**src/rtl/snake_body_tracker_if.sv**
```systemverilog
// -----------------------------------------------------------------------------
// snake_body_tracker_if
//   Occupancy-query handshake between a requester (master) and the snake body
//   tracker (slave).
//
//   query_start_i        : start an occupancy query (master -> slave)
//   query_x_i, query_y_i : cell to query, sampled with the start
//   query_busy_o         : a scan is in progress (slave -> master)
//   query_done_o         : one-cycle pulse, result valid
//   query_hit_o          : cell occupied or outside the grid, held until next start
// -----------------------------------------------------------------------------
interface snake_body_tracker_if;
    logic       query_start_i;
    logic [4:0] query_x_i;
    logic [4:0] query_y_i;
    logic       query_busy_o;
    logic       query_done_o;
    logic       query_hit_o;

    modport master (
        output query_start_i, query_x_i, query_y_i,
        input  query_busy_o, query_done_o, query_hit_o
    );

    modport slave (
        input  query_start_i, query_x_i, query_y_i,
        output query_busy_o, query_done_o, query_hit_o
    );
endinterface

```
**src/rtl/snake_body_tracker.sv**
```systemverilog
// -----------------------------------------------------------------------------
// snake_body_tracker
//   Holds the snake segment coordinates on the playfield grid, advances them on
//   move ticks (with direction changes and growth), flags wall and self
//   collisions, and answers serial occupancy queries.
//
//   clk_i           : clock, rising edge
//   reset_i         : asynchronous active-low reset
//   move_tick_i     : one-cycle pulse, advance the snake one cell
//   dir_i           : requested direction (00 up, 01 down, 10 left, 11 right)
//   grow_i          : one-cycle pulse, next executed move grows the snake
//   qry             : occupancy-query handshake (slave side)
//   head_x_o/head_y_o : current head cell
//   length_o        : current segment count
//   wall_collide_o  : sticky wall-collision flag
//   self_collide_o  : sticky self-collision flag
//   game_over_o     : OR of the collision flags
// -----------------------------------------------------------------------------
module snake_body_tracker #(
    parameter int MAX_LEN  = 32,
    parameter int GRID_W   = 19,
    parameter int GRID_H   = 13,
    parameter int INIT_LEN = 3,
    parameter int INIT_X   = 5,
    parameter int INIT_Y   = 6
) (
    input  logic                 clk_i,
    input  logic                 reset_i,
    input  logic                 move_tick_i,
    input  logic [1:0]           dir_i,
    input  logic                 grow_i,
    snake_body_tracker_if.slave  qry,
    output logic [4:0]           head_x_o,
    output logic [4:0]           head_y_o,
    output logic [5:0]           length_o,
    output logic                 wall_collide_o,
    output logic                 self_collide_o,
    output logic                 game_over_o
);
    localparam int IDX_W = (MAX_LEN > 1) ? $clog2(MAX_LEN) : 1;

    localparam logic [1:0] DIR_UP    = 2'b00;
    localparam logic [1:0] DIR_DOWN  = 2'b01;
    localparam logic [1:0] DIR_LEFT  = 2'b10;
    localparam logic [1:0] DIR_RIGHT = 2'b11;

    typedef enum logic {ST_IDLE, ST_SCAN} q_state_t;

    logic [4:0]       seg_x_q [MAX_LEN];
    logic [4:0]       seg_x_d [MAX_LEN];
    logic [4:0]       seg_y_q [MAX_LEN];
    logic [4:0]       seg_y_d [MAX_LEN];
    logic [1:0]       dir_q, dir_d;
    logic [5:0]       len_q, len_d;
    logic             grow_pend_q, grow_pend_d;
    logic             move_pend_q, move_pend_d;
    logic             wall_q, wall_d;
    logic             self_q, self_d;

    q_state_t         state_q, state_d;
    logic [4:0]       qx_q, qx_d;
    logic [4:0]       qy_q, qy_d;
    logic [IDX_W-1:0] idx_q, idx_d;
    logic             done_q, done_d;
    logic             hit_q, hit_d;

    logic             game_over;
    logic             busy;
    logic             exec_move;
    logic             growing;
    logic [1:0]       eff_dir;
    logic [4:0]       nx, ny;
    logic             wall_hit;
    logic             self_hit;

    assign game_over = wall_q | self_q;
    assign busy      = (state_q == ST_SCAN);
    // Moves are held off for the whole scan so the scan sees a frozen body;
    // a tick seen while busy is replayed from move_pend_q once busy drops.
    assign exec_move = !game_over && !busy && (move_tick_i || move_pend_q);
    assign growing   = grow_i | grow_pend_q;
    // Reversal pairs differ only in bit 0 (up/down, left/right).
    assign eff_dir   = (dir_i == (dir_q ^ 2'b01)) ? dir_q : dir_i;

    // Candidate head cell and wall check for the effective direction.
    always_comb begin
        wall_hit = 1'b0;
        nx       = seg_x_q[0];
        ny       = seg_y_q[0];
        case (eff_dir)
            DIR_UP: begin
                wall_hit = (seg_y_q[0] == 5'd0);
                ny       = seg_y_q[0] - 5'd1;
            end
            DIR_DOWN: begin
                wall_hit = (seg_y_q[0] == 5'(GRID_H - 1));
                ny       = seg_y_q[0] + 5'd1;
            end
            DIR_LEFT: begin
                wall_hit = (seg_x_q[0] == 5'd0);
                nx       = seg_x_q[0] - 5'd1;
            end
            default: begin
                wall_hit = (seg_x_q[0] == 5'(GRID_W - 1));
                nx       = seg_x_q[0] + 5'd1;
            end
        endcase
    end

    // The tail vacates its cell on a plain move, so it only counts as an
    // obstacle when this move grows the snake.
    always_comb begin
        self_hit = 1'b0;
        for (int i = 0; i < MAX_LEN; i++) begin
            if ((seg_x_q[i] == nx) && (seg_y_q[i] == ny) &&
                ((i < int'(len_q) - 1) || (growing && (i == int'(len_q) - 1)))) begin
                self_hit = 1'b1;
            end
        end
    end

    // Body, direction, growth and collision next state.
    always_comb begin
        seg_x_d     = seg_x_q;
        seg_y_d     = seg_y_q;
        dir_d       = dir_q;
        len_d       = len_q;
        grow_pend_d = grow_pend_q;
        move_pend_d = move_pend_q;
        wall_d      = wall_q;
        self_d      = self_q;
        if (exec_move) begin
            dir_d       = eff_dir;
            grow_pend_d = 1'b0;
            move_pend_d = 1'b0;
            if (wall_hit) begin
                wall_d = 1'b1;
            end else if (self_hit) begin
                self_d = 1'b1;
            end else begin
                for (int i = 1; i < MAX_LEN; i++) begin
                    seg_x_d[i] = seg_x_q[i-1];
                    seg_y_d[i] = seg_y_q[i-1];
                end
                seg_x_d[0] = nx;
                seg_y_d[0] = ny;
                if (growing && (len_q < 6'(MAX_LEN))) begin
                    len_d = len_q + 6'd1;
                end
            end
        end else if (!game_over) begin
            if (grow_i) begin
                grow_pend_d = 1'b1;
            end
            if (move_tick_i && busy) begin
                move_pend_d = 1'b1;
            end
        end
    end

    // Query FSM: one segment compared per cycle, head first.
    always_comb begin
        state_d = state_q;
        qx_d    = qx_q;
        qy_d    = qy_q;
        idx_d   = idx_q;
        done_d  = 1'b0;
        hit_d   = hit_q;
        case (state_q)
            ST_IDLE: begin
                if (qry.query_start_i) begin
                    qx_d    = qry.query_x_i;
                    qy_d    = qry.query_y_i;
                    idx_d   = '0;
                    hit_d   = 1'b0;
                    state_d = ST_SCAN;
                end
            end
            ST_SCAN: begin
                if ((qx_q >= 5'(GRID_W)) || (qy_q >= 5'(GRID_H))) begin
                    done_d  = 1'b1;
                    hit_d   = 1'b1;
                    state_d = ST_IDLE;
                end else if ((seg_x_q[idx_q] == qx_q) && (seg_y_q[idx_q] == qy_q)) begin
                    done_d  = 1'b1;
                    hit_d   = 1'b1;
                    state_d = ST_IDLE;
                end else if (6'(idx_q) == (len_q - 6'd1)) begin
                    done_d  = 1'b1;
                    hit_d   = 1'b0;
                    state_d = ST_IDLE;
                end else begin
                    idx_d = idx_q + 1'b1;
                end
            end
            default: state_d = ST_IDLE;
        endcase
    end

    always_ff @(posedge clk_i or negedge reset_i) begin
        if (!reset_i) begin
            for (int i = 0; i < MAX_LEN; i++) begin
                seg_x_q[i] <= (i < INIT_LEN) ? 5'(INIT_X - i) : 5'd0;
                seg_y_q[i] <= (i < INIT_LEN) ? 5'(INIT_Y) : 5'd0;
            end
            dir_q       <= DIR_RIGHT;
            len_q       <= 6'(INIT_LEN);
            grow_pend_q <= 1'b0;
            move_pend_q <= 1'b0;
            wall_q      <= 1'b0;
            self_q      <= 1'b0;
            state_q     <= ST_IDLE;
            qx_q        <= '0;
            qy_q        <= '0;
            idx_q       <= '0;
            done_q      <= 1'b0;
            hit_q       <= 1'b0;
        end else begin
            seg_x_q     <= seg_x_d;
            seg_y_q     <= seg_y_d;
            dir_q       <= dir_d;
            len_q       <= len_d;
            grow_pend_q <= grow_pend_d;
            move_pend_q <= move_pend_d;
            wall_q      <= wall_d;
            self_q      <= self_d;
            state_q     <= state_d;
            qx_q        <= qx_d;
            qy_q        <= qy_d;
            idx_q       <= idx_d;
            done_q      <= done_d;
            hit_q       <= hit_d;
        end
    end

    assign qry.query_busy_o = busy;
    assign qry.query_done_o = done_q;
    assign qry.query_hit_o  = hit_q;
    assign head_x_o         = seg_x_q[0];
    assign head_y_o         = seg_y_q[0];
    assign length_o         = len_q;
    assign wall_collide_o   = wall_q;
    assign self_collide_o   = self_q;
    assign game_over_o      = game_over;
endmodule

```
**src/flat_wrapper.sv**
```systemverilog
// flat-port wrapper written by rule: the top's interface ports become plain ports
module snake_body_tracker_flat 
#(
    parameter int MAX_LEN  = 32,
    parameter int GRID_W   = 19,
    parameter int GRID_H   = 13,
    parameter int INIT_LEN = 3,
    parameter int INIT_X   = 5,
    parameter int INIT_Y   = 6
)
  (clk_i, reset_i, move_tick_i, dir_i, grow_i, head_x_o, head_y_o, length_o, wall_collide_o, self_collide_o, game_over_o, qry_query_start_i, qry_query_x_i, qry_query_y_i, qry_query_busy_o, qry_query_done_o, qry_query_hit_o);
  snake_body_tracker_if qry_i ();
  input  logic clk_i;
  input  logic reset_i;
  input  logic move_tick_i;
  input  logic [1:0] dir_i;
  input  logic grow_i;
  output logic [4:0] head_x_o;
  output logic [4:0] head_y_o;
  output logic [5:0] length_o;
  output logic wall_collide_o;
  output logic self_collide_o;
  output logic game_over_o;
  input wire logic [$bits(qry_i.query_start_i)-1:0] qry_query_start_i;
  input wire logic [$bits(qry_i.query_x_i)-1:0] qry_query_x_i;
  input wire logic [$bits(qry_i.query_y_i)-1:0] qry_query_y_i;
  output wire logic [$bits(qry_i.query_busy_o)-1:0] qry_query_busy_o;
  output wire logic [$bits(qry_i.query_done_o)-1:0] qry_query_done_o;
  output wire logic [$bits(qry_i.query_hit_o)-1:0] qry_query_hit_o;
  assign qry_i.query_start_i = qry_query_start_i;
  assign qry_i.query_x_i = qry_query_x_i;
  assign qry_i.query_y_i = qry_query_y_i;
  assign qry_query_busy_o = qry_i.query_busy_o;
  assign qry_query_done_o = qry_i.query_done_o;
  assign qry_query_hit_o = qry_i.query_hit_o;
  snake_body_tracker #(.MAX_LEN(MAX_LEN), .GRID_W(GRID_W), .GRID_H(GRID_H), .INIT_LEN(INIT_LEN), .INIT_X(INIT_X), .INIT_Y(INIT_Y)) u_core (.clk_i(clk_i), .reset_i(reset_i), .move_tick_i(move_tick_i), .dir_i(dir_i), .grow_i(grow_i), .qry(qry_i), .head_x_o(head_x_o), .head_y_o(head_y_o), .length_o(length_o), .wall_collide_o(wall_collide_o), .self_collide_o(self_collide_o), .game_over_o(game_over_o));
endmodule
```
**config.mk**
```make
export PLATFORM = sky130hd
export DESIGN_NAME = snake_body_tracker_flat
export DESIGN_NICKNAME = d
export VERILOG_FILES = /design/src/rtl/snake_body_tracker_if.sv /design/src/rtl/snake_body_tracker.sv /design/src/flat_wrapper.sv
export SDC_FILE = /design/constraint.sdc
export NUM_CORES = 1
export LEC_CHECK = 0
export ABC_AREA = 1
export BUFFER_PORTS_ARGS = -buffer_cell sky130_fd_sc_hd__buf_2
export CELL_PAD_IN_SITES_DETAIL_PLACEMENT = 1
export CELL_PAD_IN_SITES_GLOBAL_PLACEMENT = 1
export CORE_MARGIN = 4
export CORE_UTILIZATION = 46
export DETAILED_ROUTE_END_ITERATION = 6
export GPL_ROUTABILITY_DRIVEN = 1
export GPL_TIMING_DRIVEN = 0
export PLACE_DENSITY = 0.89
export SLEW_MARGIN = 20
export SYNTH_ARGS = -nofsm -noshare
export SYNTH_HDL_FRONTEND = slang
export SYNTH_SLANG_ARGS = --single-unit
```
**constraint.sdc**
```tcl
create_clock -name clk_i -period 5.9 [get_ports clk_i]
set_input_delay 0.59 -clock clk_i [delete_from_list [all_inputs] [get_ports clk_i]]
set_output_delay 0.59 -clock clk_i [all_outputs]
set_load 0.1 [all_outputs]
```
==> results.toml <==
[global_routing]
busiest_layer = "met2"
grt_pass1_vias = 27200
grt_max_degree = 91
antenna_found_initial = 12
grtUsageMet2_pct = 68.7
grt_usage_pct = 48.7
use_met1_pct = 60.9
grt_overflow_total = 0
use_met3_pct = 19.9
grt_pass1_wl_mm = 189

[worst_setup_path]
critical-path-slowest-cell = "dfstp_2"
worstSetupPathType = "register to register"
worstPathArrival_ns = 6.37
crit_top_cell = "nand2_1"
worstPathRequired_ns = 6.41
crit_path_end_kind = "register"
cp_max_fo = 10
start_kind = "register"
slowest_delay_ns = 0.55

[die]
core_area_sq_um = 49100
die_w_um = 231
initial_core_util_pct = 46.7
die_area_sq_um = 53400
io_pins = 39
rows = 81
die_h_um = 231

[logic_synthesis]
ys_ff_latch = 350
synth_area_leaders = "dfrtp_1 37%, nand2_1 18%, nand3_1 6.8%"
synth_area_sq_um = 22900
synth_nets = 3452
synth_edf_count = 0
yosys.area.top_type = "dfrtp_1"
synth_async_sr_flop_share_pct = 100
ys_seq_area_share_pct = 38.3
ys_warn_count = 0
synth-main-ff-cell = "dfrtp_1"
yosysUniqueCellTypes = 42
synthTopCellsByCount = "1118 x nand2_1, 368 x inv_1, 335 x dfrtp_1"
synth.avg_cell_area_sq_um = 6.69
yosysMostFrequentCell = "nand2_1"
synth_top_cell_area_share_pct = 36.6
synthCells = 3423

[sta]
slew_violations = 0
hold_viol_final = 0
finClkSkew_ns = 0.0337
fin_setup_tns_ns = 0
max_freq_mhz = 171
fin_ws_ns = 0.0472
min_period_ns = 5.85
setup_viol = 0
slew_headroom_pct = 4.36
worst_slew_pin_slew_ns = 1.43
fin_crit_sh_pct = 99.2
fin_hold_ws_ns = 0.196

[cts]
clk_latency_ns = 0.62
cts_max_level = 2
clockBufferDepth = 3
clkTransAtPathRegs_ns = 0.07
cts_tree = "done"
clockRootBuffer = "clkbuf_16"
cts_sinks = 350
cts_buffers = 44

[final_layout]
fin_nets = 3546
syn_to_final_growth_pct = 12.4
fin_area_sq_um = 25700
drive_gt1_share_pct = 8.96

[hold_path]
hold_path_class = "input pin to register"

[detailed_routing]
dr.pass1.iters = 6
routedWlPerCell_um = 31.4
drt_iter0_drc = 4184
viasPerCell = 6.40
drc = 0
num_vias = 27000
ant_nets = 0
wl_mm = 132

[flow_run]
cap_violations = 0

[power_and_ir_drop]
p_total_mw = 18.4
max-vdd-ir-drop_mv = 0.512
p_leak_nw = 12.4
power_density_nw_per_um2 = 716

[status]
status = "complete, no violations"

[placement]
post-place-ws_ns = -1.30
port_buffers = 37
gp_congestion = 1.05
hpwl_mm = 95.2
placed_area_sq_um = 24100
-- critical path, delay by kind of cell (launching register included) --
| kind | cells | cell delay, ns |
|---|---|---|
| simple gates | 19 | 3.29 |
| buf+inv | 4 | 1.03 |
| flops | 1 | 0.55 |
| fa+ha+maj | 1 | 0.50 |
| compound gates | 2 | 0.33 |
-- cells in the final DEF (no fill, tap or decap), types with 3 or more instances in the layout --
cell and n:
buf_2 95, nand3_1 305, nand2_4 3, buf_1 5, nand2_1 1114, nand4_1 39, nor2_2 8, xnor2_1 5
nand3_2 6, clkbuf_2 25, nor2_1 173, nor3_1 7, clkbuf_8 14, xor2_1 94, ha_1 11, clkbuf_1 65
o21ai_0 304, a21oi_1 174, dfrtp_1 335, diode_2 4, clkbuf_4 6, inv_1 367, clkbuf_16 45, or2_2 3
nand3b_1 7, buf_16 4, o211ai_1 5, dfstp_2 15, nand2_2 4, buf_6 25, clkinv_2 6, o21ai_1 190
buf_4 42, o221ai_1 19
-- layer usage --
metal	wire length [um]	vias up
li1	-	11200
met1	48600	13300
met2	53400	1966
met3	19200	566
met4	11100	14
met5	86	-
-- power breakdown --
part	switching (mW)	total (mW)	internal, mW	leakage [nW]
Combinational	8.18	10.9	2.67	7.20
Sequential	1.20	4.68	3.48	4.50
Clock	1.23	2.89	1.66	0.728
Total	10.6	18.4	7.82	12.4
-- cell type report --
class	count	area (sq um)
well taps	664	831
multi-input cells	2489	11600
flip-flops and latches	350	8780
fillers	6577	23300
clock buffers	69	1360
plain buffers	212	1250
inverters	372	1400
clock inverters	11	115
diodes	4	10.0
repair buffers	48	368
-- registers in the layout, indices dropped and copies added, names as in the netlist, 2 cells and up --
register and cells:
u_core.seg_x_q 155, u_core.length_o 6, u_core.dir_q 2, u_core.idx_q 5, u_core.seg_y_q 155, u_core.qy_q 5
u_core.head_x_o 5, u_core.qx_q 5, u_core.head_y_o 5
-- path summary, 6_finish.rpt --
| kind | startpoint | to | slack, ns | cells after the start |
|---|---|---|---|---|
| hold / removal | qry_query_y_i[2] | u_core.qy_q[2] | 0.20 | 3 |
| max in group asynchronous | reset_i | u_core.idx_q[2] | 3.76 | 5 |
| setup / recovery | u_core.dir_q[1] | u_core.seg_x_q[67] | 0.05 | 26 |
| min in group asynchronous | reset_i | u_core.seg_y_q[128] | 0.53 | 2 |
| setup reg to reg | u_core.dir_q[1] | u_core.seg_x_q[67] | 0.05 | 26 |
| hold reg to reg | u_core.seg_x_q[45] | u_core.seg_x_q[40] | 0.50 | 2 |
-- through the flow --
step,util [%],instances
after floorplan,-,3423
after global placement,48.8,4124
after detailed placement,49.1,4129
after CTS,52.3,4214
after global routing,52.5,4216
final,52.5,4219
-- logic make-up (layout without fill, tap and decap cells) --
family,Yosys count,in the layout,synth area share [%]
AND/OR/NAND/NOR,1675,1675,30.0
adder cells (fa/ha/maj),12,12,0.688
other,0,4,0
flip-flops,350,350,38.3
AO/OA/AOI/OAI,703,703,15.8
buffers and inverters,584,712,11.3
XOR/XNOR,99,99,3.79
-- timing repair --
action	4_1_cts	5_1_grt
buffers inserted	4	0
endpoints found under the setup margin	327	327
resized for setup	15	31
endpoints found under the hold margin	58	0
hold buffers	1	0
pin swaps	1	0
(Power assumes the default switching activity.)
